`src/rtl/pong_pkg.sv`:
```
// Shared Pong definitions: serve FSM encoding, velocity width, rnd_num field
// positions, default playfield bounds and a saturation helper.
package pong_pkg;

    typedef enum logic [1:0] {
        ST_IDLE  = 2'd0,
        ST_DELAY = 2'd1,
        ST_DRAW  = 2'd2,
        ST_HOLD  = 2'd3
    } serve_state_t;

    localparam int VEL_W   = 4;
    localparam int DX_LSB  = 16;
    localparam int DY_LSB  = 18;
    localparam int DY_SIGN = 21;

    localparam int Y_MIN_DEF = 16;
    localparam int Y_MAX_DEF = 463;

    // Clamp an unsigned magnitude to an upper limit.
    function automatic logic [VEL_W-1:0] sat_mag(input logic [VEL_W-1:0] val,
                                                 input logic [VEL_W-1:0] lim);
        if (val > lim) begin
            return lim;
        end else begin
            return val;
        end
    endfunction

endpackage

```
`src/rtl/pong_vel_map.sv`:
```
// Maps random bits plus serving side to saturated signed ball velocities.
// Purely combinational; also used by the paddle-hit re-angle logic.
module pong_vel_map
    import pong_pkg::*;
#(
    parameter int SPEED_MIN = 1,
    parameter int SPEED_MAX = 4
) (
    input  logic [31:0]             rnd_num,
    input  logic                    side,
    output logic signed [VEL_W-1:0] ball_dx,
    output logic signed [VEL_W-1:0] ball_dy
);

    logic [VEL_W-1:0] dx_sum_s;
    logic [VEL_W-1:0] dx_mag_s;
    logic [VEL_W-1:0] dy_mag_s;
    logic             unused_rnd_s;

    // Only a few bits of the word matter here; fold the rest away.
    assign unused_rnd_s = ^rnd_num;

    // Magnitudes, saturation and sign selection.
    always_comb begin
        dx_sum_s = VEL_W'(SPEED_MIN) + {2'b00, rnd_num[DX_LSB +: 2]};
        dx_mag_s = sat_mag(dx_sum_s, VEL_W'(SPEED_MAX));
        dy_mag_s = sat_mag({1'b0, rnd_num[DY_LSB +: 3]}, VEL_W'(SPEED_MAX));
        if (side) begin
            ball_dx = -dx_mag_s;
        end else begin
            ball_dx = dx_mag_s;
        end
        if (rnd_num[DY_SIGN]) begin
            ball_dy = -dy_mag_s;
        end else begin
            ball_dy = dy_mag_s;
        end
    end

endmodule

```
`src/rtl/pong_serve_gen.sv`:
```
// Serve generator: after a serve request, waits a fixed delay, draws a random
// start row by rejection sampling plus random velocities, and holds them until acked.
module pong_serve_gen
    import pong_pkg::*;
#(
    parameter int Y_W       = 10,
    parameter int Y_MIN     = Y_MIN_DEF,
    parameter int Y_MAX     = Y_MAX_DEF,
    parameter int SPEED_MIN = 1,
    parameter int SPEED_MAX = 4,
    parameter int DELAY_CYC = 1000,
    parameter int MAX_TRIES = 8
) (
    input  logic                    clk,
    input  logic                    rst,
    input  logic [31:0]             rnd_num,
    input  logic                    serve_req,
    input  logic                    serve_side,
    input  logic                    serve_ack,
    output logic                    busy,
    output logic                    serve_valid,
    output logic [Y_W-1:0]          ball_y,
    output logic signed [VEL_W-1:0] ball_dx,
    output logic signed [VEL_W-1:0] ball_dy
);

    localparam int DCNT_W = $clog2(DELAY_CYC + 1);
    localparam int TCNT_W = $clog2(MAX_TRIES + 1);

    localparam logic [DCNT_W-1:0] DELAY_LOAD = DCNT_W'(DELAY_CYC - 1);
    localparam logic [TCNT_W-1:0] LAST_TRY   = TCNT_W'(MAX_TRIES - 1);
    localparam logic [Y_W-1:0]    Y_LO       = Y_W'(Y_MIN);
    localparam logic [Y_W-1:0]    Y_HI       = Y_W'(Y_MAX);
    localparam logic [Y_W-1:0]    Y_MID      = Y_W'((Y_MIN + Y_MAX) / 2);

    serve_state_t             state_r;
    logic                     side_r;
    logic [DCNT_W-1:0]        delay_cnt_r;
    logic [TCNT_W-1:0]        try_cnt_r;

    logic [Y_W-1:0]           cand_s;
    logic                     accept_s;
    logic                     last_try_s;
    logic signed [VEL_W-1:0]  dx_s;
    logic signed [VEL_W-1:0]  dy_s;

    assign cand_s     = rnd_num[Y_W-1:0];
    assign accept_s   = (cand_s >= Y_LO) && (cand_s <= Y_HI);
    assign last_try_s = (try_cnt_r == LAST_TRY);

    pong_vel_map #(
        .SPEED_MIN (SPEED_MIN),
        .SPEED_MAX (SPEED_MAX)
    ) u_vel_map (
        .rnd_num (rnd_num),
        .side    (side_r),
        .ball_dx (dx_s),
        .ball_dy (dy_s)
    );

    // Serve FSM with registered handshake and result outputs.
    always_ff @(posedge clk) begin
        if (rst) begin
            state_r     <= ST_IDLE;
            side_r      <= 1'b0;
            delay_cnt_r <= '0;
            try_cnt_r   <= '0;
            busy        <= 1'b0;
            serve_valid <= 1'b0;
            ball_y      <= '0;
            ball_dx     <= '0;
            ball_dy     <= '0;
        end else begin
            case (state_r)
                ST_IDLE: begin
                    if (serve_req) begin
                        side_r      <= serve_side;
                        delay_cnt_r <= DELAY_LOAD;
                        busy        <= 1'b1;
                        state_r     <= ST_DELAY;
                    end
                end
                ST_DELAY: begin
                    if (delay_cnt_r == '0) begin
                        try_cnt_r <= '0;
                        state_r   <= ST_DRAW;
                    end else begin
                        delay_cnt_r <= delay_cnt_r - 1'b1;
                    end
                end
                ST_DRAW: begin
                    // Velocities always come from the same sample as the row.
                    if (accept_s || last_try_s) begin
                        ball_y      <= accept_s ? cand_s : Y_MID;
                        ball_dx     <= dx_s;
                        ball_dy     <= dy_s;
                        serve_valid <= 1'b1;
                        state_r     <= ST_HOLD;
                    end else begin
                        try_cnt_r <= try_cnt_r + 1'b1;
                    end
                end
                ST_HOLD: begin
                    if (serve_ack) begin
                        serve_valid <= 1'b0;
                        busy        <= 1'b0;
                        state_r     <= ST_IDLE;
                    end
                end
                default: begin
                    serve_valid <= 1'b0;
                    busy        <= 1'b0;
                    state_r     <= ST_IDLE;
                end
            endcase
        end
    end

endmodule

```
`config.mk`:
```
export PLATFORM = sky130hd
export DESIGN_NAME = pong_serve_gen
export DESIGN_NICKNAME = d
export VERILOG_FILES = /design/src/rtl/pong_pkg.sv /design/src/rtl/pong_vel_map.sv /design/src/rtl/pong_serve_gen.sv
export SDC_FILE = /design/constraint.sdc
export NUM_CORES = 1
export LEC_CHECK = 0
export BUFFER_PORTS_ARGS = -buffer_cell sky130_fd_sc_hd__buf_2
export CORE_MARGIN = 2
export CORE_UTILIZATION = 45
export CTS_CLUSTER_SIZE = 24
export DETAILED_ROUTE_END_ITERATION = 8
export PLACE_DENSITY = 0.75
export SYNTH_ARGS = -nofsm -noshare
export SYNTH_HDL_FRONTEND = slang
export SYNTH_HIERARCHICAL = 1
export SYNTH_SLANG_ARGS = --single-unit
```
`constraint.sdc`:
```
create_clock -name clk -period 2 [get_ports clk]
set_input_delay 0.1 -clock clk [delete_from_list [all_inputs] [get_ports clk]]
set_output_delay 0.1 -clock clk [all_outputs]
set_load 0.02 [all_outputs]
```
; After elaboration in Yosys (flattened, before gate mapping)
; Index checks and enable logic that the tools add are counted.
[word_totals]
ff_bits = 37
wordCells = 64
[classes]
add_sub_neg = 5
n_lt_le_gt_ge = 4
n_eq_ne = 10
muxes = 21
n_reduce_logical = 15
[ops]
columns = op, count
row1 = 10-bit two-way mux, 3
row2 = 4-bit two-way mux, 5
row3 = 10-bit one-hot mux with 2 select lines, 1
row4 = 2-bit != test (second input constant), 6
row5 = 3-bit AND reduction, 4
row6 = 10-bit by 5-bit greater-or-equal comparator with 1-bit output (second input constant), 1
row7 = 10-bit by 9-bit <= comparator with 1-bit output (second input constant), 1
row8 = 10-bit logical NOT, 1
row9 = 10-bit by 1-bit subtractor with 10-bit output (second input constant), 1
row10 = 2-bit two-way mux, 4
row11 = 2-bit one-hot mux with 4 select lines, 1
row12 = 4-bit one-hot mux with 2 select lines, 1
row13 = 2-bit nonzero test, 4
row14 = 4-bit by 1-bit adder with 4-bit output (second input constant), 1
row15 = 2-bit == test (second input constant), 2
row16 = 4-bit by 3-bit == test with 1-bit output (second input constant), 1
row17 = 4-bit by 3-bit > comparator with 1-bit output (second input constant), 1
row18 = 3-bit negator with 4-bit output, 1
row19 = 4-bit negator, 1
row20 = 1-bit one-hot mux with 2 select lines, 2
row21 = 2-bit AND reduction, 2
row22 = 4-bit AND reduction, 1
row23 = 1-bit by 2-bit adder with 3-bit output (first input constant), 1
row24 = 3-bit > comparator (second input constant), 1
row25 = 6 further kinds, 8

; Logic depth before layout (Yosys ltp)
[logic_depth]
depth_word = 5
depth_mapped = 7

; Cells and area by module
; Netlist, hierarchy kept.
[by_module_without_submodules]
columns = module, instances, cells_each, area_per_inst_um2, seq_area_each_um2
row1 = pong_serve_gen, 1, 180, 1664.1, 740.7
row2 = pong_vel_map, 1, 21, 157.7, 0.0

; Least setup slack after synthesis
; OpenSTA, ideal clock, no wires.
[synth_path]
kind = flip-flop to flip-flop
from = reg delay_cnt_r[0]
to = reg try_cnt_r[2]
setup_time_ns = 0.132
arrival_time_ns = 1.974
required_ns = 1.868
slack_ns = -0.106
stages_incl_launch_ff = 8
path_buffers = 0
path_cell_list = dfxtp_1 > inv_1 > ha_1 > or4b_2 > o31ai_2 > o21ai_0 > o31ai_1 > a21oi_1
[synth_via]
elab_chain_len = 3
[synth_rtl]
columns = item, line
row1 = from (decl), pong_serve_gen.sv:38  ; logic [DCNT_W-1:0] delay_cnt_r;
row2 = from (signal assigned), pong_serve_gen.sv:88  ; delay_cnt_r <= delay_cnt_r - 1'b1;
row3 = 10-bit logical NOT, pong_serve_gen.sv:84  ; if (delay_cnt_r == '0) begin
row4 = 2-bit != test (no source line), -
row5 = 3-bit AND reduction (no source line), -
row6 = to (signal assigned), pong_serve_gen.sv:100  ; try_cnt_r <= try_cnt_r + 1'b1;
row7 = to (decl), pong_serve_gen.sv:39  ; logic [TCNT_W-1:0] try_cnt_r;
; Every way passes these cells.
; A chain may end at the register's enable or synchronous reset.

; Worst setup path in the final report
[layout_path]
from = reg delay_cnt_r[7]
to = reg state_r[0]
[layout_via]
elab_chain_len = 3
[layout_rtl]
columns = item, line
row1 = 10-bit logical NOT, pong_serve_gen.sv:84
row2 = 2-bit != test (no source line), -
row3 = 4-bit AND reduction (no source line), -
row4 = to (signal assigned), pong_serve_gen.sv:80  ; state_r <= ST_DELAY;
row5 = to (signal assigned), pong_serve_gen.sv:86  ; state_r <= ST_DRAW;
row6 = to (signal assigned), pong_serve_gen.sv:98  ; state_r <= ST_HOLD;
row7 = to (decl), pong_serve_gen.sv:36  ; serve_state_t state_r;
; Every way passes these cells.

==> impl_metrics.tcl <==
set metrics [dict create \
    outcome "finished clean" \
    cp-startpoint "delay_cnt_r[7]" \
    maxCapViolations 0 \
    gp_congestion 0.772 \
    syn_area_um2 1820 \
    skew_ns 0.00222 \
    cts_tree "built" \
    fp.dieW_um 67.6 \
    n_antenna_cell 0 \
    clk_latency_ns 0.29 \
    nFillCells 342 \
    grt.overflow.total 0 \
    vias 1626 \
    grt_usage 0.194 \
    antenna_found_initial 0 \
    slew_headroom 0.715 \
    grt_max_degree 29 \
    synth_top_area_cell "dfxtp_1" \
    setup_viol 0 \
    grt_setup_unrepaired "yes" \
    grt_pass1_vias 1602 \
    hold_buffers 0 \
    leakagePower_nw 0.994 \
    fin_crit_ns 1.97 \
    cts_max_level 2 \
    dieArea_um2 4570 \
    wl_per_cell_um 12.5 \
    worst_slack_ns 0.0274 \
    netlist_instances 201 \
    design.core.area_um2 3940 \
    arrival_ns 2.16 \
    hp-class "input pin to register" \
    clock_sinks 37 \
    seqCellArea_um2 744 \
    place_inst 297 \
    final_common_cell "buf_2" \
    area_growth_pct 26.4 \
    synth-main-ff-cell "dfxtp_1" \
    antenna_left 0 \
    synth_cell_types 44 \
    end_kind "register" \
    cts_buffers 5 \
    drc 0 \
    io_pins 57 \
    instances_no_fill 305 \
    synthesis.nets 249 \
    peakVddDrop_mv 0.491 \
    start_util 0.462 \
    cp-start-kind "register" \
    die_y_um 67.6 \
    grt_pass1_wl_um 6760 \
    layout-drive-gt1-share 0.318 \
    io_buffers 40 \
    dr.pass1.iters 4 \
    synth_top_area_frac 0.407 \
    drv_slew 0 \
    crit_type "register to register" \
    multi_input_area_um2 1060 \
    post_cts_buffers 0 \
    synth_edf_count 0 \
    dp_hpwl_um 2790 \
    clock-root-buffer "clkbuf_8" \
    synth_seq_cells 37 \
    hold_start "serve_side" \
    layout.nets 302 \
    fmaxAchievable_ghz 0.507 \
    r2r-start "delay_cnt_r[7]" \
    drtIter0Drc 67 \
    yosysSeqAreaShare 0.407 \
    finalCritPeriodShare 0.986 \
    syn_avg_cell_area_um2 9.06 \
    ys_async_sr_fraction 0 \
    path_max_fanout 3 \
    place_ws_ns 0.0126 \
    tightest_slew_ns 0.423 \
    path_clk_slew_ns 0.07 \
    hold_viol_final 0 \
    viasPerCell 5.33 \
    worstPathRequired_ns 2.19 \
    synth.area.top_cells "dfxtp_1, ha_1, mux2i_1" \
    final_cell_mix "buf_2, dfxtp_1, nor2_1, a21oi_1, buf_4" \
    ctsResizeCount 0 \
    num_rows 23 \
    yosys_warnings 6 \
    cts_buffer_depth 2 \
    wirelength_um 3800 \
    powerDensity_nw_per_um2 1260 \
]
[cells in the mapped netlist (4+ instances only)]
| cell | instances |
|---|---|
| xnor2_1 | 9 |
| nand2_1 | 11 |
| a21oi_1 | 13 |
| clkbuf_1 | 4 |
| ha_1 | 11 |
| dfxtp_1 | 37 |
| nand2b_1 | 5 |
| mux2i_1 | 9 |
| o21ai_0 | 9 |
| nor3_1 | 5 |
| o221a_2 | 6 |
| nand3_1 | 6 |
| nor4_1 | 6 |
| nor2_1 | 22 |
| inv_1 | 10 |
[cell families (layout without fill, tap and decap cells)]
group                    after synthesis  after routing  synth area share
AO/OA/AOI/OAI                         44             44             0.174
XOR/XNOR                              11             11            0.0529
adder cells (fa/ha/maj)               11             11            0.0755
buffers and inverters                 18             72            0.0385
flip-flops                            37             37             0.407
multiplexers                          10             10            0.0556
AND/OR/NAND/NOR                       70             70             0.197
[per-layer routing]
layer / up-vias / track usage / share of wire
met4: 0 / 0.0791 / 0.014
met5: - / 0 / 0
met3: 8 / 0.0667 / 0.065
met1: 742 / 0.230 / 0.44
li1: 826 / - / -
met2: 50 / 0.319 / 0.48
[flip-flops by register name (all words and copies together), names as in the netlist]
| signal | flops |
|---|---|
| delay_cnt_r | 10 |
| try_cnt_r | 4 |
| ball_y | 10 |
| ball_dx | 4 |
| busy | 1 |
| side_r | 1 |
| state_r | 2 |
| serve_valid | 1 |
| ball_dy | 4 |
[worst max-delay path, stage by stage (launching register included)]
cell	delay, ns
dfxtp_2	0.33
or4_4	0.54
or2_4	0.27
o21a_1	0.19
or4_1	0.41
o211a_1	0.14
[power breakdown]
group | internal, mW | switching [mW] | total, mW
Clock | 0.311 | 0.250 | 0.561
Combinational | 0.619 | 0.695 | 1.31
Sequential | 0.896 | 0.129 | 1.02
Total | 1.83 | 1.08 | 2.90
[layout make-up]
type                    instances  area share
clock inverters                 1     0.00217
flip-flops and latches         37       0.323
clock buffers                   7      0.0418
multi-input cells             146       0.458
inverters                      11      0.0179
well taps                      50      0.0272
repair buffers                 53       0.129
[through the flow]
stage | util | total power, mW | hold WS, ns | TNS, ns | instance area (um2)
final | 0.584 | 2.90 | 0.0563 | 0 | 2300
after global routing | 0.584 | 3.14 | 0.0621 | -0.0868 | 2300
after CTS | 0.573 | 2.81 | 0.0540 | 0 | 2260
after detailed placement | 0.547 | 2.23 | 0.367 | 0 | 2160
after global placement | 0.547 | 2.20 | 0.364 | 0 | 2160
after floorplan | - | 1.89 | 0.247 | -0.0106 | 1830
[path summary, 6_finish.rpt]
check	endpoint	slack, ns	cells after the start
worst min-delay path	side_r	0.06	3
worst max-delay path	state_r[0]	0.03	5
worst min register to register	delay_cnt_r[0]	0.46	1
worst max register to register	state_r[0]	0.03	5
Note: power is estimated with default switching activity, not from simulation.
